`src/rtl/lsu.sv`:
```
`default_nettype none
// ============================================================================
//  Module   : lsu
//  Purpose  : Load/store unit between the core and a word-wide data RAM.
//             Byte/halfword/word accesses, read-modify-write for sub-word
//             stores, sign/zero-extended loads, misaligned requests rejected.
//  Revision : 1.0 - initial release
// ============================================================================
module lsu #(
  parameter int DATA_WIDTH = 32,
  parameter int BUS_WIDTH  = 6
) (
  input  logic                   clk,
  input  logic                   rst_n,
  input  logic                   req_valid,
  output logic                   req_ready,
  input  logic                   req_we,
  input  logic [1:0]             req_size,
  input  logic                   req_unsigned,
  input  logic [BUS_WIDTH+1:0]   req_addr,
  input  logic [DATA_WIDTH-1:0]  req_wdata,
  output logic                   resp_valid,
  input  logic                   resp_ready,
  output logic [DATA_WIDTH-1:0]  resp_rdata,
  output logic                   resp_err,
  output logic                   mem_re,
  output logic                   mem_we,
  output logic [BUS_WIDTH-1:0]   mem_addr,
  output logic [DATA_WIDTH-1:0]  mem_wdata,
  input  logic [DATA_WIDTH-1:0]  mem_rdata
);

  typedef enum logic [1:0] {
    IDLE = 2'd0,
    RD   = 2'd1,
    WR   = 2'd2,
    RESP = 2'd3
  } state_t;

  state_t state, state_nxt;

  // Captured request attributes
  logic                  op_we;
  logic [1:0]            op_size;
  logic                  op_unsigned;
  logic [1:0]            op_off;
  logic [DATA_WIDTH-1:0] op_wdata;

  logic                  req_illegal;
  logic [4:0]            lane_shift;
  logic [DATA_WIDTH-1:0] lane_mask;
  logic [DATA_WIDTH-1:0] merged;
  logic [DATA_WIDTH-1:0] shifted;
  logic [DATA_WIDTH-1:0] extended;

  // Legality of the incoming request: bad size or misaligned half/word
  always_comb begin
    req_illegal = 1'b0;
    case (req_size)
      2'd1:    req_illegal = req_addr[0];
      2'd2:    req_illegal = (req_addr[1:0] != 2'b00);
      2'd3:    req_illegal = 1'b1;
      default: req_illegal = 1'b0;
    endcase
  end

  // Lane steering: merge store data into the read word, extract load data
  always_comb begin
    lane_shift = {op_off, 3'b000};
    lane_mask  = (op_size == 2'd0) ? (32'h0000_00FF << lane_shift)
                                   : (32'h0000_FFFF << lane_shift);
    merged     = (mem_rdata & ~lane_mask) | ((op_wdata << lane_shift) & lane_mask);
    shifted    = mem_rdata >> lane_shift;
    case (op_size)
      2'd0:    extended = {{24{~op_unsigned & shifted[7]}}, shifted[7:0]};
      2'd1:    extended = {{16{~op_unsigned & shifted[15]}}, shifted[15:0]};
      default: extended = shifted;
    endcase
  end

  // State register
  always_ff @(posedge clk) begin
    if (!rst_n) state <= IDLE;
    else        state <= state_nxt;
  end

  // Next-state and state-decoded handshake/enable outputs
  always_comb begin
    state_nxt  = state;
    req_ready  = 1'b0;
    resp_valid = 1'b0;
    mem_re     = 1'b0;
    mem_we     = 1'b0;
    case (state)
      IDLE: begin
        req_ready = 1'b1;
        if (req_valid) begin
          if (req_illegal)                        state_nxt = RESP;
          else if (req_we && (req_size == 2'd2))  state_nxt = WR;
          else                                    state_nxt = RD;
        end
      end
      RD: begin
        mem_re    = 1'b1;
        state_nxt = op_we ? WR : RESP;
      end
      WR: begin
        // A reset arriving at this edge must not let the write commit
        mem_we    = rst_n;
        state_nxt = RESP;
      end
      RESP: begin
        resp_valid = 1'b1;
        if (resp_ready) state_nxt = IDLE;
      end
      default: state_nxt = IDLE;
    endcase
  end

  // Datapath: request capture, RMW merge, load extension, response hold
  always_ff @(posedge clk) begin
    if (!rst_n) begin
      op_we       <= 1'b0;
      op_size     <= 2'd0;
      op_unsigned <= 1'b0;
      op_off      <= 2'd0;
      op_wdata    <= '0;
      mem_addr    <= '0;
      mem_wdata   <= '0;
      resp_rdata  <= '0;
      resp_err    <= 1'b0;
    end else begin
      case (state)
        IDLE: begin
          if (req_valid) begin
            op_we       <= req_we;
            op_size     <= req_size;
            op_unsigned <= req_unsigned;
            op_off      <= req_addr[1:0];
            op_wdata    <= req_wdata;
            mem_addr    <= req_addr[BUS_WIDTH+1:2];
            resp_rdata  <= '0;
            resp_err    <= req_illegal;
            if (!req_illegal && req_we && (req_size == 2'd2))
              mem_wdata <= req_wdata;
          end
        end
        RD: begin
          if (op_we) mem_wdata  <= merged;
          else       resp_rdata <= extended;
        end
        WR:      resp_rdata <= '0;
        default: ;
      endcase
    end
  end

endmodule
`default_nettype wire

```
`config.mk`:
```
export PLATFORM = sky130hd
export DESIGN_NAME = lsu
export DESIGN_NICKNAME = d
export VERILOG_FILES = /design/src/rtl/lsu.sv
export SDC_FILE = /design/constraint.sdc
export NUM_CORES = 1
export LEC_CHECK = 0
export CAP_MARGIN = 20
export CORE_ASPECT_RATIO = 2
export CORE_UTILIZATION = 63
export CTS_CLUSTER_DIAMETER = 100
export DETAILED_ROUTE_END_ITERATION = 8
export DONT_BUFFER_PORTS = 1
export PLACE_DENSITY = 0.88
export SLEW_MARGIN = 5
export SYNTH_ARGS = -nofsm -noshare
export SYNTH_HDL_FRONTEND = slang
export SYNTH_SLANG_ARGS = --single-unit
```
`constraint.sdc`:
```
create_clock -name clk -period 2.6 [get_ports clk]
set_clock_uncertainty 0.05 [all_clocks]
set_input_delay 0.26 -clock clk [delete_from_list [all_inputs] [get_ports clk]]
set_output_delay 0.26 -clock clk [all_outputs]
set_load 0.02 [all_outputs]
```
==> impl_summary.log <==
INFO  metric worstMarginPinSlew = 0.8122 ns
INFO  metric worst_path_dominant_cell_family = compound AO/OA/AOI/OAI gates
INFO  metric placement_rows = 46
INFO  metric synth_edf_count = 0
INFO  metric design.final.nets = 685
INFO  metric layout_common_cells = sky130_fd_sc_hd__dfxtp_1 (93), sky130_fd_sc_hd__nand2_1 (80), sky130_fd_sc_hd__a21oi_1 (64)
INFO  metric gp_routability_congestion = 1.081
INFO  metric synth_top_flop_cell = sky130_fd_sc_hd__dfxtp_1
INFO  metric layout.cells.most_common = sky130_fd_sc_hd__dfxtp_1
INFO  metric place_hpwl = 12330 um
INFO  metric ys_async_sr_fraction = 0
INFO  metric synthesis.area_per_instance = 8.608 sq um
INFO  metric globalRoute.totalOverflow = 0
INFO  metric antenna-diode-count = 0
INFO  metric wl_per_cell = 24.74 um
INFO  metric hold_viol_final = 0
INFO  metric fill_cells = 583
INFO  metric ordered_cell_list_for_the_critical_path = inv_1, ha_2, buf_4, o21ai_1, buf_4, a2111oi_0, a31o_2
INFO  metric floorplan.core_area = 8000 sq um
INFO  metric clkSlewWorstSetupHoldPaths = 0.07 ns
INFO  metric total_negative_slack_for_setup_checks = 0 ns
INFO  metric dieHeight = 131.5 um
INFO  metric crit_top_cell = sky130_fd_sc_hd__buf_4
INFO  metric ctsRootBufferMaster = sky130_fd_sc_hd__clkbuf_16
INFO  metric tritoncts = yes
INFO  metric relSlewSlack = 0.4577
INFO  metric timing.critical_path.to_type = flip-flop
INFO  metric cts.sink_count = 95
INFO  metric grt_antenna_before_repair = 0
INFO  metric drt-vias-per-instance = 7.252
INFO  metric synth.cell_area = 5285 sq um
INFO  metric drive_above_1_share = 0.1221
INFO  metric timing.final.crit_period = 2.429 ns
INFO  metric via_count_of_the_first_global_routing_pass = 4840
INFO  metric p_leak = 1.944 nW
INFO  metric regToRegSetupSlack = 0.17 ns
INFO  metric irDropWorstVdd = 914.2 uV
INFO  metric drtIter0Drc = 711
INFO  metric preCtsSetupSlack = 0.2361 ns
INFO  metric finalCritPeriodShare = 0.9341
INFO  metric critical_path.startpoint_type = flip-flop
INFO  metric cp_data_required_time = 2.85 ns
INFO  metric synth_seq_cells = 95
INFO  metric syn2layout_area_growth = 9.612%
INFO  metric cts_setup_buffers = 0
INFO  metric yosysWarnings = 0
INFO  metric latest_clock_arrival_within_the_worst_skew_pair = 0.35 ns
INFO  metric maximum_number_of_pins_on_one_net_before_global_route_repair = 49
INFO  metric outcome = completed
INFO  metric setup_slack = 0.1714 ns
INFO  metric total_drc_errors_in_the_routed_layout = 0
INFO  metric io_pins = 155
INFO  metric proportion_of_synthesized_chip_area_in_sequential_cells = 0.3598
INFO  metric detailedRoute.firstPassIterationCount = 7
INFO  metric hold_class = in2reg
INFO  metric h-tree-depth = 3
INFO  metric port-buffer-count = 0
INFO  metric initial_utilization = 0.6606
INFO  metric yosys.cell_types.count = 56
INFO  metric grt_setup_unrepaired = no
INFO  metric width_of_the_chip = 66.77 um
INFO  metric worstPathMaxFanout = 34
INFO  metric fp.dieArea = 8782 sq um
INFO  metric worst_path_largest_cell_delay = 0.62 ns
INFO  metric detailroute.via_count = 5091
INFO  metric drv.max_cap_violation_count = 0
INFO  metric powerDensity = 1123 nW/um^2
INFO  metric endpoints_failing_setup = 0
INFO  metric wirelength = 17370 um
INFO  metric timing.critical_path.arrival = 2.68 ns
INFO  metric synthesis.instances = 614
INFO  metric grt_pass1_wl = 26020 um
INFO  metric cell_at_the_slowest_stage_of_the_critical_path = sky130_fd_sc_hd__a2111oi_0
INFO  metric grt_util_all_layers = 0.4002
INFO  metric cts_buffers = 9
INFO  metric design_power_total = 0.006508 W
INFO  metric synth_fp_nets = 698
INFO  metric cp.buffers_inverters = 3
INFO  metric drt.antenna.violating_nets = 0
INFO  metric cts_buffer_depth = 2
INFO  metric slew_viol_final = 0
INFO  metric achievable-frequency = 411.8 MHz
INFO  metric worst_setup_path_category = reg2reg
INFO  metric ctsResizeCount = 0
worst paths after layout:
path,startpoint,to,cells past startpoint
max,state[1],mem_wdata[3],7
min,rst_n,mem_wdata[5],1
max reg2reg,state[1],mem_wdata[3],7
min reg2reg,op_wdata[8],op_wdata[8],2
state kept, by name, summed over array words and instances, names as in the netlist, 2 cells and up:
signal,cells
op_size,2
op_wdata,16
mem_wdata,32
resp_rdata,32
mem_addr,6
state,2
op_off,2
metal layers:
metal / up-vias / routed length (um) / GRT usage
met2: 336 / 8421 / 0.6420
met3: 120 / 1869 / 0.1432
met4: 0 / 1601 / 0.3073
met1: 2358 / 5474 / 0.4028
li1: 2277 / - / -
met5: - / 0 / 0
power by group:
| group | switching, W | internal (W) | total (W) | leakage, nW |
|---|---|---|---|---|
| registers | 0.000726 | 0.00184 | 0.00256 | 0.777 |
| logic | 0.00161 | 0.000845 | 0.00246 | 1.00 |
| clock network | 0.000580 | 0.000905 | 0.00149 | 0.167 |
kinds of logic (layout without fill, tap and decap cells):
logic type / Yosys count / after routing / synth area share
multiplexers: 32 / 32 / 0.08144
buffers and inverters: 76 / 68 / 0.06984
AO/OA/AOI/OAI: 252 / 252 / 0.3182
AND/OR/NAND/NOR: 155 / 155 / 0.1612
adder cells (fa/ha/maj): 4 / 4 / 0.009470
flip-flops: 95 / 95 / 0.3598
layout make-up:
type	instances	area [sq um]	area share
Multi-Input combinational cell	443	3017	0.5207
Sequential cell	95	1904	0.3287
Timing Repair Buffer	38	360.3	0.06220
Clock buffer	11	252.7	0.04363
Tap cell	96	120.1	0.02073
Clock inverter	5	86.33	0.01490
Inverter	14	52.55	0.009071
through the flow:
stage	hold WS (ns)	utilization	area, sq um	instances
2_1_floorplan	0.3419	-	5285	614
3_3_place_gp	0.3473	0.6505	5204	661
3_5_place_dp	0.3535	0.6505	5204	661
4_1_cts	0.003487	0.7229	5783	701
5_1_grt	0.002703	0.7241	5793	702
6_report	0.004068	0.7241	5793	702
timing repair:
action	CTS	global route
endpoints found under the setup margin	0	0
hold buffers	24	1
hold endpoints to repair	24	1
synth_stat cells (10+ instances only):
cell type | n | area (sq um)
sky130_fd_sc_hd__inv_1 | 12 | 45.04
sky130_fd_sc_hd__nand3_1 | 10 | 50.05
sky130_fd_sc_hd__buf_2 | 22 | 110.1
sky130_fd_sc_hd__o211ai_1 | 18 | 135.1
sky130_fd_sc_hd__o21ai_0 | 51 | 255.2
sky130_fd_sc_hd__mux2i_1 | 16 | 160.2
sky130_fd_sc_hd__o21ai_1 | 13 | 65.06
sky130_fd_sc_hd__a311oi_1 | 16 | 140.1
sky130_fd_sc_hd__nor2b_1 | 15 | 93.84
sky130_fd_sc_hd__a22oi_1 | 24 | 180.2
sky130_fd_sc_hd__dfxtp_1 | 95 | 1902
sky130_fd_sc_hd__nor2_1 | 12 | 45.04
sky130_fd_sc_hd__clkbuf_1 | 28 | 105.1
sky130_fd_sc_hd__a21oi_1 | 64 | 320.3
sky130_fd_sc_hd__nand3b_1 | 16 | 120.1
sky130_fd_sc_hd__nand2_1 | 80 | 300.3
(Power assumes the default switching activity.)
